File: config.mk
export PLATFORM = sky130hd
export DESIGN_NAME = bp_be_retire_track
export DESIGN_NICKNAME = d
export VERILOG_FILES = /design/src/rtl/bp_be_retire_track_pkg.sv /design/src/rtl/bp_be_retire_track_stage.sv /design/src/rtl/bp_be_retire_track.sv
export SDC_FILE = /design/constraint.sdc
export NUM_CORES = 1
export LEC_CHECK = 0
export CAP_MARGIN = 20
export CORE_MARGIN = 1.5
export CORE_UTILIZATION = 38
export DETAILED_ROUTE_END_ITERATION = 12
export PLACE_DENSITY_LB_ADDON = 0.1
export SYNTH_ARGS = -nofsm -noshare
export SYNTH_HDL_FRONTEND = slang
export SYNTH_SLANG_ARGS = --single-unit
export TNS_END_PERCENT = 20
File: constraint.sdc
create_clock -name clk_i -period 1.6 [get_ports clk_i]
set_input_delay 0.16 -clock clk_i [delete_from_list [all_inputs] [get_ports clk_i]]
set_output_delay 0.16 -clock clk_i [all_outputs]
set_load 0.1 [all_outputs]
File: src/rtl/bp_be_retire_track_pkg.sv
// Shared types and constants for the backend retire tracker.
// The pipeline slot structure is sized by the package widths below, so the
// top-level parameters must be left at these defaults.
package bp_be_pkg;

    localparam int dpath_width_gp   = 64;
    localparam int exc_width_gp     = 16;
    localparam int special_width_gp = 8;

    // Exception vector bit used to carry an injected interrupt.
    localparam int e_exc_interrupt_bit = 0;

    typedef struct packed {
        logic                        v;
        logic                        queue_v;
        logic                        partial;
        logic [exc_width_gp-1:0]     exc;
        logic [special_width_gp-1:0] special;
        logic [dpath_width_gp-1:0]   data;
    } bp_be_retire_track_stage_s;

endpackage

File: src/rtl/bp_be_retire_track_stage.sv
// One slot of the retire shadow pipeline: a register holding a stage entry.
// The kill input clears only the valid bit of the entry being loaded.
import bp_be_pkg::*;

module bp_be_retire_track_stage (
    input  logic                      i_clk,
    input  logic                      i_reset_n,
    input  logic                      i_kill,
    input  bp_be_retire_track_stage_s i_entry,
    output bp_be_retire_track_stage_s o_entry
);

    bp_be_retire_track_stage_s r_entry;
    bp_be_retire_track_stage_s w_next;

    // Next entry is the incoming one with its valid dropped when killed.
    always_comb begin
        w_next   = i_entry;
        w_next.v = i_entry.v & ~i_kill;
    end

    // Load the slot every cycle; the pipeline never stalls.
    always_ff @(posedge i_clk or negedge i_reset_n) begin
        if (!i_reset_n) begin
            r_entry <= '0;
        end else begin
            r_entry <= w_next;
        end
    end

    assign o_entry = r_entry;

endmodule

File: src/rtl/bp_be_retire_track.sv
// Backend retire tracker: two-stage shadow pipeline that follows each
// dispatched instruction to the retire point, merges early/late exceptions,
// injects pending interrupts and raises the precise-trap flush.
// Optional macro BP_BE_RETIRE_TRACK_PERF_EN adds saturating retired/killed
// event counters on perf_retired_o / perf_killed_o.
import bp_be_pkg::*;

module bp_be_retire_track #(
    parameter int dpath_width_p   = dpath_width_gp,
    parameter int exc_width_p     = exc_width_gp,
    parameter int special_width_p = special_width_gp
) (
    input  logic                       clk_i,
    input  logic                       reset_n_i,
    input  logic                       dispatch_v_i,
    input  logic                       dispatch_queue_v_i,
    input  logic                       dispatch_partial_i,
    input  logic [exc_width_p-1:0]     early_exc_i,
    input  logic [dpath_width_p-1:0]   s1_data_i,
    input  logic [special_width_p-1:0] s1_special_i,
    input  logic [exc_width_p-1:0]     late_exc_i,
    input  logic                       flush_i,
    input  logic                       irq_pending_i,
    output logic                       retire_v_o,
    output logic                       retire_queue_v_o,
    output logic                       retire_partial_v_o,
    output logic [dpath_width_p-1:0]   retire_data_o,
    output logic [exc_width_p-1:0]     retire_exception_o,
    output logic [special_width_p-1:0] retire_special_o,
    output logic                       flush_o,
    output logic                       instret_o
`ifdef BP_BE_RETIRE_TRACK_PERF_EN
    ,
    output logic [31:0]                perf_retired_o,
    output logic [31:0]                perf_killed_o
`endif
);

    bp_be_retire_track_stage_s w_s1_in;
    bp_be_retire_track_stage_s w_s1;
    bp_be_retire_track_stage_s w_s2_in;
    bp_be_retire_track_stage_s w_s2;

    logic                       w_kill;
    logic                       w_irq_bit;
    logic [exc_width_p-1:0]     w_exc;
    logic [special_width_p-1:0] w_special;

    // A kill from either source has the same single effect on stage 1 and dispatch.
    assign w_kill = flush_i | flush_o;

    // Stage-1 entry is built from dispatch; data and special arrive a cycle later.
    always_comb begin
        w_s1_in         = '0;
        w_s1_in.v       = dispatch_v_i;
        w_s1_in.queue_v = dispatch_queue_v_i;
        w_s1_in.partial = dispatch_partial_i;
        w_s1_in.exc     = early_exc_i;
    end

    // Stage-2 entry carries stage 1 forward and picks up its data and special ops.
    always_comb begin
        w_s2_in         = w_s1;
        w_s2_in.special = s1_special_i;
        w_s2_in.data    = s1_data_i;
    end

    bp_be_retire_track_stage u_stage1 (
        .i_clk     (clk_i),
        .i_reset_n (reset_n_i),
        .i_kill    (w_kill),
        .i_entry   (w_s1_in),
        .o_entry   (w_s1)
    );

    bp_be_retire_track_stage u_stage2 (
        .i_clk     (clk_i),
        .i_reset_n (reset_n_i),
        .i_kill    (w_kill),
        .i_entry   (w_s2_in),
        .o_entry   (w_s2)
    );

    // Interrupts are only taken on a whole architectural instruction.
    assign w_irq_bit = irq_pending_i & w_s2.v & w_s2.queue_v & ~w_s2.partial;

    // Final exception vector merges early, late and interrupt causes.
    always_comb begin
        w_exc = '0;
        if (w_s2.v) begin
            w_exc = w_s2.exc | late_exc_i;
            w_exc[e_exc_interrupt_bit] = w_exc[e_exc_interrupt_bit] | w_irq_bit;
        end
    end

    // A trapping instruction must not perform its special operation.
    assign w_special = (|w_exc) ? '0 : w_s2.special;

    assign retire_v_o         = w_s2.v;
    assign retire_queue_v_o   = w_s2.v & w_s2.queue_v;
    assign retire_partial_v_o = w_s2.v & w_s2.partial;
    assign retire_data_o      = w_s2.data;
    assign retire_exception_o = w_exc;
    assign retire_special_o   = w_special;
    assign flush_o            = w_s2.v & ((|w_exc) | (|w_special));
    assign instret_o          = retire_queue_v_o & ~retire_partial_v_o & ~(|w_exc);

`ifdef BP_BE_RETIRE_TRACK_PERF_EN
    logic [31:0] r_retired_cnt;
    logic [31:0] r_killed_cnt;
    logic [1:0]  w_kill_inc;
    logic [32:0] w_killed_sum;

    // Up to two entries (stage 1 and the incoming dispatch) can die per cycle.
    assign w_kill_inc   = {1'b0, w_s1.v & w_kill} + {1'b0, dispatch_v_i & w_kill};
    assign w_killed_sum = {1'b0, r_killed_cnt} + {31'd0, w_kill_inc};

    // Count committed instructions, holding at the maximum value.
    always_ff @(posedge clk_i or negedge reset_n_i) begin
        if (!reset_n_i) begin
            r_retired_cnt <= '0;
        end else if (instret_o && (r_retired_cnt != '1)) begin
            r_retired_cnt <= r_retired_cnt + 32'd1;
        end
    end

    // Count entries dropped by a flush, holding at the maximum value.
    always_ff @(posedge clk_i or negedge reset_n_i) begin
        if (!reset_n_i) begin
            r_killed_cnt <= '0;
        end else begin
            r_killed_cnt <= w_killed_sum[32] ? '1 : w_killed_sum[31:0];
        end
    end

    assign perf_retired_o = r_retired_cnt;
    assign perf_killed_o  = r_killed_cnt;
`endif

endmodule
==> metrics.md, run 1 <==
| Metric | Value |
|---|---|
| Worst-Skew Late Latency | `0.36 ns` |
| Die Y | `100 um` |
| Fmax | `475 MHz` |
| Final GP Congestion | `0.762` |
| TritonCTS Buffers | `9` |
| TritonCTS clock tree | `yes` |
| FF-to-FF Start | `u_stage2.o_entry[77]$_DFF_PN0_` |
| Starting Density | `39.0%` |
| Post-detailed-route wirelength per cell | `14.9 um` |
| Min cycle time layout | `2.10 ns` |
| Die W | `100 um` |
| Int Pwr | `4.30 mW` |
| Residual DRC | `0` |
| Final #Nets | `500` |
| Yosys top cell by area | `dfrtp_1` |
| Hold EP | `u_stage2.o_entry[70]$_DFF_PN0_` |
| N_diodes | `0` |
| Commonest cells after routing, fill and taps aside | `109 x clkdlybuf4s50_1, 109 x dfrtp_1, 96 x buf_12` |
| Largest net degree at the start of global routing | `46` |
| RSZ-0062 raised after global routing | `true` |
| Die area | `10000 um2` |
| Grt ovf | `0` |
| Failing checks | `negative setup slack` |
| Total Power | `6.35 mW` |
| CP Class | `flop to output pin` |
| Syn_area_per_cell | `16.0 um2` |
| Mapped Nets | `335` |
| Fin. max-slew vios | `0` |
| Vias in the first global route | `2289` |
| Library cells used by synthesis | `20` |
| Crit start category | `flop` |
| Clock Power Share | `23.7%` |
| Worst-case clock skew | `0.0154 ns` |
| Yosys warning count | `0` |
| Combinational power share | `28.8%` |
| Layout cell share with drive strength beyond 1 | `41.1%` |
| Final wirelength | `7.50 mm` |
| Final Core Density | `72.5%` |
| Vias | `2160` |
| Crit path cell chain | `nor4_4 > nand4_1 > buf_4 > o21ai_4 > and4b_4 > buf_12` |
| Area grow syn2layout | `85.9%` |
| Final setup margin | `-0.505 ns` |
| DRT iter0 DRCs | `28` |
| Largest cells by area after synthesis | `dfrtp_1 77%, buf_4 13%, o21a_1 2.9%, and3_1 1.4%, nor4_2 1.4%` |
| Status | `finished with violations` |
| Period utilization | `132%` |
| I/O pins | `204` |
| HP Start | `s1_special_i[6]` |
| CTS root buf | `clkbuf_8` |
| Final hold violation count | `0` |
| HP Class | `input pin to flop` |
| Worst endpoint data arrival time | `1.94 ns` |
| Critical path data required time | `1.44 ns` |
| Seq cells post-synth | `110` |
| Clock edge transition at the registers on the reported setup and hold paths | `0.11 ns` |
| Yosys top cell area share | `76.7%` |
| Worst Max-Slew Pin Slew | `0.449 ns` |
| # rows | `35` |
| Post-DRT Antenna Nets | `0` |
| Crit-path max FO | `5` |
| IO buf count | `203` |
| Slowest cell on crit path | `dfrtp_1` |
| Leakage | `2.89 nW` |
| Initial antenna violation count | `0` |
| Reg power frac | `47.5%` |
| Switching Fraction | `32.4%` |
| Dpl hpwl | `6.07 mm` |
| CP Capture Type | `output pin` |
| Router iterations before antenna repair | `2` |
| Seq/Total Area, Yosys | `76.7%` |
| Core Footprint | `9200 um2` |
| Max-capacitance violation count | `0` |
| Slowest stage delay, CP | `0.42 ns` |
| Max-slew headroom | `70.1%` |
| First-pass GRT wire length | `11.8 mm` |
| Psw | `2.06 mW` |
| Number of vias per cell | `4.28` |
| R2R depth | `5` |
| Cell Pwr Density | `952 nW/um2` |
| R2r endpoint | `u_stage1.o_entry[90]$_DFF_PN0_` |
| Hold path depth | `1` |
| Clock sinks | `110` |
| H-tree depth | `3` |
| Final setup violation count | `11` |
| Setup slack, reg-to-reg | `0.01 ns` |
| Peak supply drop | `0.000794 V` |
| CTS max path bufs | `2` |
| Netlist area before placement | `3590 um2` |
| All-Layer GR Usage | `16.0%` |
| Syn Inst Count | `224` |
==> logic make-up after synthesis <==
kind of cell,share of synthesized area [%]
buffers and inverters,13.8
flip-flops,76.7
AND/OR/NAND/NOR,5.93
AO/OA/AOI/OAI,3.56
==> state kept, by name, summed over array words and instances (netlist names) <==
signal / count
u_stage2.o_entry: 91
u_stage1.o_entry: 19
==> synthesized netlist by cell type <==
cell type / instances
nor4_1: 5
inv_1: 1
o21ai_2: 1
and2_0: 1
nor3b_1: 2
dfrtp_1: 110
nor2_1: 1
nor4_2: 4
o21ai_0: 1
and3_1: 8
nand4_1: 3
and2_1: 2
nand4b_1: 1
buf_1: 1
buf_4: 64
clkbuf_1: 2
and4b_1: 1
nor2b_1: 1
o21a_1: 14
o31a_1: 1
==> how the worst max path moves through the flow <==
stage,startpoint,to,slack (ns),depth (start not counted)
2_1_floorplan,u_stage2.o_entry[90]$_DFF_PN0_,instret_o,-0.24,3
3_3_place_gp,late_exc_i[9],instret_o,-0.47,6
3_5_place_dp,late_exc_i[9],instret_o,-0.47,6
4_1_cts,u_stage2.o_entry[81]$_DFF_PN0_,instret_o,-0.60,5
5_1_grt,u_stage2.o_entry[82]$_DFF_PN0_,instret_o,-0.64,6
6_report,u_stage2.o_entry[81]$_DFF_PN0_,instret_o,-0.50,6
==> per-stage QoR <==
| stage | setup WS, ns | hold slack [ns] | instances | TNS, ns | area (um2) |
|---|---|---|---|---|---|
| floorplan | -0.238 | -0.136 | 224 | -3.60 | 3660 |
| global placement | -0.470 | 0.126 | 484 | -4.71 | 6380 |
| detailed placement | -0.472 | 0.133 | 484 | -4.79 | 6380 |
| CTS | -0.597 | 0.204 | 501 | -5.52 | 6590 |
| global route | -0.640 | 0.194 | 505 | -6.32 | 6670 |
| finish | -0.505 | 0.222 | 505 | -4.68 | 6670 |
==> per-layer routing <==
layer / track usage, % / up-vias / part of all wire, %
met5: 0 / - / 0
met4: 6.50 / 0 / 1.8
met3: 8.98 / 11 / 13
met2: 24.5 / 135 / 48
met1: 18.5 / 1016 / 37
li1: - / 998 / -
==> worst max-delay path: cells and delay by family, from the launching register on <==
family	cells	cell delay, ns
AOI/OAI and AO/OA	1	0.19
buffers and inverters	2	0.35
DFF	1	0.42
and+or+nand+nor	3	0.64
==> final cells by class <==
class | instances | area (um2)
Clock buffer | 11 | 141
Clock inverter | 5 | 40.0
Fill cell | 585 | 2520
Inverter | 1 | 3.75
Multi-Input combinational cell | 47 | 463
Sequential cell | 110 | 2760
Tap cell | 111 | 139
Timing Repair Buffer | 220 | 3130
==> power by group through the flow <==
stage | Clock, mW | Sequential [mW] | Combinational [mW]
floorplan | 0 | 3.02 | 1.06
global placement | 0 | 3.07 | 1.81
detailed placement | 0 | 3.07 | 1.82
CTS | 1.58 | 3.02 | 1.83
global route | 1.69 | 3.03 | 1.89
finish | 1.51 | 3.02 | 1.83
==> timing repair <==
action                                  CTS  global route
endpoints found under the setup margin   26            19
hold endpoints to repair                 31             0
hold buffers                              1             0
resized for setup                         6            10
gates cloned                              0             1
pin swaps                                 3             5
buffers inserted                          0             3
Power figures use the tool's default switching activity.
==> run 2: changes to the inputs <==
Settings changed: CTS_CLUSTER_SIZE set to 16.
==> results of run 2 <==
Same layout as run 1: the final DEF is identical, and so are final timing and power.
